==> src/rtl/interrupt_controller.sv <==
// Edge-triggered, maskable, fixed-priority interrupt controller that drives the
// INT / INT_INSTR / ACK handshake into the fetch stage and waits for eoi.
module interrupt_controller #(
    parameter int NUM_SRC = 8,
    parameter int ID_W    = $clog2(NUM_SRC)
) (
    input  logic               clk,
    input  logic               rst,
    input  logic [NUM_SRC-1:0] irq_in,
    input  logic               mask_wr_en,
    input  logic [NUM_SRC-1:0] mask_wr_data,
    input  logic               vec_wr_en,
    input  logic [ID_W-1:0]    vec_wr_idx,
    input  logic [31:0]        vec_wr_data,
    input  logic               ACK,
    input  logic               eoi,
    output logic               INT,
    output logic [31:0]        INT_INSTR,
    output logic [ID_W-1:0]    active_id,
    output logic [NUM_SRC-1:0] pending,
    output logic               busy
);

    localparam logic [1:0] S_IDLE    = 2'd0;
    localparam logic [1:0] S_REQ     = 2'd1;
    localparam logic [1:0] S_SERVICE = 2'd2;

    logic [1:0]                state_q, state_d;
    logic                      int_q, int_d;
    logic [31:0]               int_instr_q, int_instr_d;
    logic [ID_W-1:0]           active_id_q, active_id_d;
    logic [NUM_SRC-1:0]        pending_q, pending_d;
    logic [NUM_SRC-1:0]        mask_q, mask_d;
    logic [NUM_SRC-1:0]        irq_q, irq_d;
    logic [NUM_SRC-1:0]        edge_q, edge_d;
    logic [NUM_SRC-1:0][31:0]  vec_q, vec_d;
    logic [NUM_SRC-1:0]        req_vec;
    logic [ID_W-1:0]           winner;

    assign req_vec = pending_q & ~mask_q;

    // Lowest index wins: scan downward so the last hit is the smallest index.
    always_comb begin
        winner = '0;
        for (int i = NUM_SRC - 1; i >= 0; i--) begin
            if (req_vec[i]) winner = ID_W'(i);
        end
    end

    always_comb begin
        state_d     = state_q;
        int_d       = int_q;
        int_instr_d = int_instr_q;
        active_id_d = active_id_q;
        pending_d   = pending_q;
        irq_d       = irq_in;
        // The detected edge is registered once, so pending lands one clock
        // after the edge that first samples the request high.
        edge_d      = irq_in & ~irq_q;
        mask_d      = mask_wr_en ? mask_wr_data : mask_q;
        vec_d       = vec_q;
        for (int i = 0; i < NUM_SRC; i++) begin
            if (vec_wr_en && vec_wr_idx == ID_W'(i)) vec_d[i] = vec_wr_data;
        end

        case (state_q)
            S_IDLE: begin
                if (|req_vec) begin
                    state_d     = S_REQ;
                    int_d       = 1'b1;
                    active_id_d = winner;
                    int_instr_d = vec_q[winner];
                end
            end
            S_REQ: begin
                if (ACK) begin
                    state_d                = S_SERVICE;
                    int_d                  = 1'b0;
                    pending_d[active_id_q] = 1'b0;
                end
            end
            S_SERVICE: begin
                if (eoi) state_d = S_IDLE;
            end
            default: state_d = S_IDLE;
        endcase

        // A new edge beats the acknowledge clear on the same source.
        pending_d = pending_d | edge_q;
    end

    always_ff @(posedge clk) begin
        if (rst) begin
            state_q     <= S_IDLE;
            int_q       <= 1'b0;
            int_instr_q <= '0;
            active_id_q <= '0;
            pending_q   <= '0;
            mask_q      <= '1;
            irq_q       <= '0;
            edge_q      <= '0;
            vec_q       <= '0;
        end else begin
            state_q     <= state_d;
            int_q       <= int_d;
            int_instr_q <= int_instr_d;
            active_id_q <= active_id_d;
            pending_q   <= pending_d;
            mask_q      <= mask_d;
            irq_q       <= irq_d;
            edge_q      <= edge_d;
            vec_q       <= vec_d;
        end
    end

    assign INT       = int_q;
    assign INT_INSTR = int_instr_q;
    assign active_id = active_id_q;
    assign pending   = pending_q;
    assign busy      = (state_q != S_IDLE);

endmodule

==> config.mk <==
export PLATFORM = sky130hd
export DESIGN_NAME = interrupt_controller
export DESIGN_NICKNAME = d
export VERILOG_FILES = /design/src/rtl/interrupt_controller.sv
export SDC_FILE = /design/constraint.sdc
export NUM_CORES = 1
export LEC_CHECK = 0
export BUFFER_PORTS_ARGS = -buffer_cell sky130_fd_sc_hd__buf_2
export CORE_MARGIN = 2
export CORE_UTILIZATION = 35
export CTS_CLUSTER_DIAMETER = 200
export DETAILED_ROUTE_END_ITERATION = 16
export HOLD_SLACK_MARGIN = 0.05
export PLACE_DENSITY = 0.56
export SLEW_MARGIN = 20
export SYNTH_ARGS = -nofsm -noshare
export SYNTH_HDL_FRONTEND = slang
export SYNTH_SLANG_ARGS = --single-unit
export TNS_END_PERCENT = 10
==> constraint.sdc <==
create_clock -name clk -period 2.4 [get_ports clk]
set_clock_uncertainty 0.2 [all_clocks]
set_input_delay 0.24 -clock clk [delete_from_list [all_inputs] [get_ports clk]]
set_output_delay 0.24 -clock clk [all_outputs]
set_load 0.05 [all_outputs]
# Yosys cells after proc, flatten, opt, wreduce, memory -nomap -nowiden
# Cells that the tools add are included.
# totals
regBits	326
elab_cells	76
in_bits	57
# op_classes
n_lt_le_gt_ge	3
n_bitwise	7
eq_ne	12
n_reduce_logical	17
mux	21
# ops
op	n
$bmux W32 S3	1
$mux W32	1
$and A8 B8 Y8	3
$mux W3	8
$not A8 Y8	3
$mux W8	2
$eq A3 B3 Y1 const B	4
$logic_and A1 B1 Y1	9
$lt A3 B4 Y1 const B	2
$or A8 B8 Y8	1
$reduce_or A8 Y1	1
$eq A3 B2 Y1 const B	2
$mux W2	3
$ne A2 B2 Y1 const B	3
$pmux W2 S3	1
$reduce_and A3 Y1	2
$reduce_bool A2 Y1	2
$demux W1 S3	1
$eq A3 B1 Y1 const B	1
$ge A3 B1 Y1 const B	1
$logic_not A3 Y1	1
$mux W1	3
$eq A2 B1 Y1 const B	1
$eq A2 B2 Y1 const B	1
3 further kinds	3

# Longest topological paths before layout
# logic_depth
depth_word	12
mapped_depth	9
depth_no_buf	6

# Worst setup path after synthesis
# Ideal clock, no wire load.
# synth_timing
path_kind	register -> register
from	reg pending_q[6], in the netlist pending[6]
to	reg int_instr_q[28], in the netlist INT_INSTR[28]
period_less_slack_ps	2482
setup_slack_ps	-82
path_buffers	2
stages_incl_launch_ff	9
required_time_ps	2068
t_arrival_ps	2150
path_cell_list	dfxtp_1 -> nor2b_2 -> o211ai_1 -> a31o_1 -> buf_6 -> buf_6 -> mux2_4 -> a222oi_1 -> a21oi_1
# synth_via
elab_chain_len	10
word_cells_on_any_way	12
# synth_lines
element	line_no	source
start: declaration	32	logic [NUM_SRC-1:0] pending_q, pending_d;
start signal: assignment	108	pending_q <= pending_d;
$and A8 B8 Y8 *	40	assign req_vec = pending_q & ~mask_q;
$mux W3 (7 in a row)	46	if (req_vec[i]) winner = ID_W'(i);
$bmux W32 S3	72	int_instr_d = vec_q[winner];
$mux W32 (implied by the code)	72	
end signal: assignment	106	int_instr_q <= int_instr_d;
end: declaration	30	logic [31:0] int_instr_q, int_instr_d;
# Mark *: on every way between the ends. The rest lies on a longest branch, timed or not. The select of a mux whose other input is x is not followed.
# A chain may end at the register's enable or synchronous reset.

# Worst setup path after layout
# layout_timing
from	reg mask_q[0]
to	reg int_instr_q[29], in the netlist INT_INSTR[29]
# layout_via
elab_chain_len	5
word_cells_on_any_way	7
# layout_lines
element	line_no	source
start: declaration	33	logic [NUM_SRC-1:0] mask_q, mask_d;
start signal: assignment	109	mask_q <= mask_d;
$not A8 Y8 *	40	
$and A8 B8 Y8 *	40	
$mux W3	46	
$bmux W32 S3	72	
$mux W32 (implied by the code)	72	
# Marked as above.

==> impl_metrics.yaml <==
critical_path:
  path_max_fanout: 8
  r2r_start: "mask_q[0]"
  cp-start-kind: "flop"
  critPathKind: "reg -> reg"
  endpoint_kind: "flop"
  crit_path_start: "mask_q[0]"
  r2r_cells: 10
  regToRegSetupSlack_ns: 0.03
  worstPathRequired_ns: 2.57
  arrival_ns: 2.54
  reg2reg_to: "INT_INSTR[29]"
sta:
  fin_ws_ns: 0.03286
  fmax_mhz: 422.5
  worst_slew_pin_slew_ns: 0.7062
  rsz0062_at_grt: "true"
  fin_crit_ns: 2.367
  slew_headroom_pct: 52.92
  min_period_over_period_pct: 98.63
  hold_viol_final: 0
  drv_slew: 0
  final-setup-viol-count: 0
die:
  initial_core_util_pct: 35.52
  io_pins: 102
  die_width_um: 199.5
  die_area_um2: 39800
  rows: 71
  die_h_um: 199.5
  coreArea_um2: 37670
min_path:
  min_to: "edge_q[3]"
  hold_class: "reg -> reg"
  worstHoldPathCells: 1
  hp-start: "irq_q[3]"
power_and_ir_drop:
  clkPwrFrac_pct: 43.9
  sequentialPowerShare_pct: 45.3
  p_leak_nw: 6.487
  p_per_area_nw_per_um2: 742.4
  p_switching_mw: 3.053
  swShare_pct: 24.58
  p_int_mw: 9.367
  vdd_ir_drop_max_mv: 0.5413
  combPwrFrac_pct: 10.7
drt:
  vias: 11685
  drt_iter0_drc: 905
  drc: 0
  vias_per_cell: 5.116
  ant_nets: 0
  drt_wl_total_mm: 42.36
  routedWlPerCell_um: 18.55
  drt_first_pass_iters: 5
clock_network:
  cts_made_buffers: 35
  cts_max_path_buffers: 3
  clk_pin_slew_ns: 0.06
  cts_root_buf: "clkbuf_16"
  h-tree-depth: 2
  insertion_delay_ns: 0.52
  cts_tree: "done"
  clock_sinks: 326
global_route:
  antenna_found_initial: 0
  grt_pass1_vias: 11320
  grt_pass1_wl_mm: 64.27
  grt_max_degree: 131
  track_usage_pct: 20.86
  gr-total-overflow: 0
yosys:
  async_flop_share_pct: 0
  synth-compound-area-share_pct: 15.97
  yosys-top-cells-count: "nand2_1 (539), dfxtp_1 (326), a21oi_1 (288), mux2i_1 (92), clkbuf_1 (91)"
  synthSimpleGateAreaFrac_pct: 19.15
  synth_top_family_by_area: "simple AND/OR/NAND/NOR gates"
  syn_inst: 1613
  synth_flop_cell: "dfxtp_1"
  yosysUniqueCellTypes: 41
  avgSynthCellArea_um2: 8.294
  synth_edf_count: 0
  yosysWarnings: 0
  syn_area_um2: 13380
  yosysSeqAreaShare_pct: 48.78
  synth_seq_cells: 326
  syn_nets: 1670
  synth.mux.area_fraction_pct: 11.15
  synth_xor_area_share_pct: 0
  synthTopCellsByArea: "dfxtp_1 (49%), nand2_1 (15%), a21oi_1 (11%)"
  synth_top_area_share_pct: 48.78
  synth_top_area_cell: "dfxtp_1"
  synth_fa_ha_area_share_pct: 0
  yosysMostFrequentCell: "nand2_1"
layout:
  syn_to_final_growth_pct: 25.06
  finish.utilization_pct: 44.42
  drive_above_1_share_pct: 17.83
  fillCellCount: 3742
  nets: 1806
run:
  maxCapViolations: 0
placement:
  pre_cts_slack_ns: -0.2860
  io_buffers: 101
  place.detailed.hpwl_mm: 23.04
  place_congestion: 0.7490
status:
  status: "completed"
==> through the flow <==
stage | cells | hold slack [ns] | TNS, ns | instance area (µm²) | total power [mW]
6_report | 2284 | 0.1847 | 0 | 16730 | 12.42
5_1_grt | 2283 | 0.1930 | -0.3796 | 16730 | 12.84
4_1_cts | 2274 | 0.1831 | 0 | 16490 | 12.43
3_5_place_dp | 2142 | 0.1754 | -5.263 | 14510 | 6.855
3_3_place_gp | 2142 | 0.1710 | -4.277 | 14510 | 6.839
2_1_floorplan | 1613 | 0.1579 | 0 | 13380 | 6.469
==> metal layers <==
metal / global-route usage, % / up-vias / part of all wire, %
met1: 27.14 / 5656 / 45
met5: 0 / - / 0
li1: - / 5690 / -
met3: 2.515 / 59 / 4.6
met2: 36.32 / 280 / 49
met4: 5.816 / 0 / 1.9
==> layout by cell type (no fill, tap or decap), types with 10 or more instances in the layout <==
cell	synthesis	routed
o22a_1	32	32
clkbuf_16	0	40
a222oi_1	18	18
buf_2	9	100
dlygate4sd3_1	0	68
a21oi_1	288	288
nand2_1	539	538
clkbuf_8	0	13
o211ai_1	15	15
nor2b_1	29	28
nor2_1	24	18
buf_4	6	52
mux2i_1	92	91
dfxtp_1	326	316
buf_12	0	12
dfxtp_2	0	10
mux2_4	2	10
mux2_2	47	39
==> sequential cells by signal (all words and copies together), names as in the netlist <==
| register | count |
|---|---|
| INT | 1 |
| edge_q | 8 |
| INT_INSTR | 32 |
| active_id | 3 |
| vec_q | 256 |
| pending | 8 |
| mask_q | 8 |
| state_q | 2 |
| irq_q | 8 |
==> power groups by stage <==
stage,Sequential [mW],Clock (mW),Combinational (mW)
after floorplan,5.80,0,0.673
after global placement,5.74,0,1.10
after detailed placement,5.74,0,1.11
after CTS,5.62,5.54,1.26
after global routing,5.64,5.78,1.42
final,5.63,5.46,1.33
==> cell families after synthesis <==
group	count (synthesis)
multiplexers	142
AND/OR/NAND/NOR	631
AO/OA/AOI/OAI	367
buffers and inverters	147
flip-flops	326
==> critical path: stages (launching register included) <==
cell       delay [ns]
dfxtp_2          0.34
nand2b_4         0.12
buf_4            0.12
nand2_4          0.05
buf_6            0.12
a31o_4           0.25
buf_12           0.15
clkbuf_16        0.17
mux2_4           0.31
a222oi_1         0.29
a21oi_1          0.10
==> area by class of cell <==
class	count	area, µm²	area share [%]
multi-input combinational	1140	6326	37.81
clock buffer	54	1110	6.634
clock inverter	6	57.56	0.3440
antenna	1	2.502	0.01496
sequential	326	6539	39.08
tap	511	639.4	3.822
timing repair buffer	243	2044	12.22
inverter	3	11.26	0.06731
==> worst max-delay path by stage <==
stage,endpoint
final,INT_INSTR[29]
after global routing,INT_INSTR[29]
after CTS,INT_INSTR[23]
after detailed placement,INT_INSTR[20]
after global placement,INT_INSTR[23]
after floorplan,INT_INSTR[13]
==> timing repair <==
item | CTS | global route
hold buffers | 68 | 0
endpoints found under the setup margin | 27 | 31
endpoints found under the hold margin | 288 | 0
resized for setup | 6 | 28
pin swaps | 2 | 21
setup buffers | 1 | 8
gates cloned | 3 | 3
Note: power is estimated with default switching activity, not from simulation.
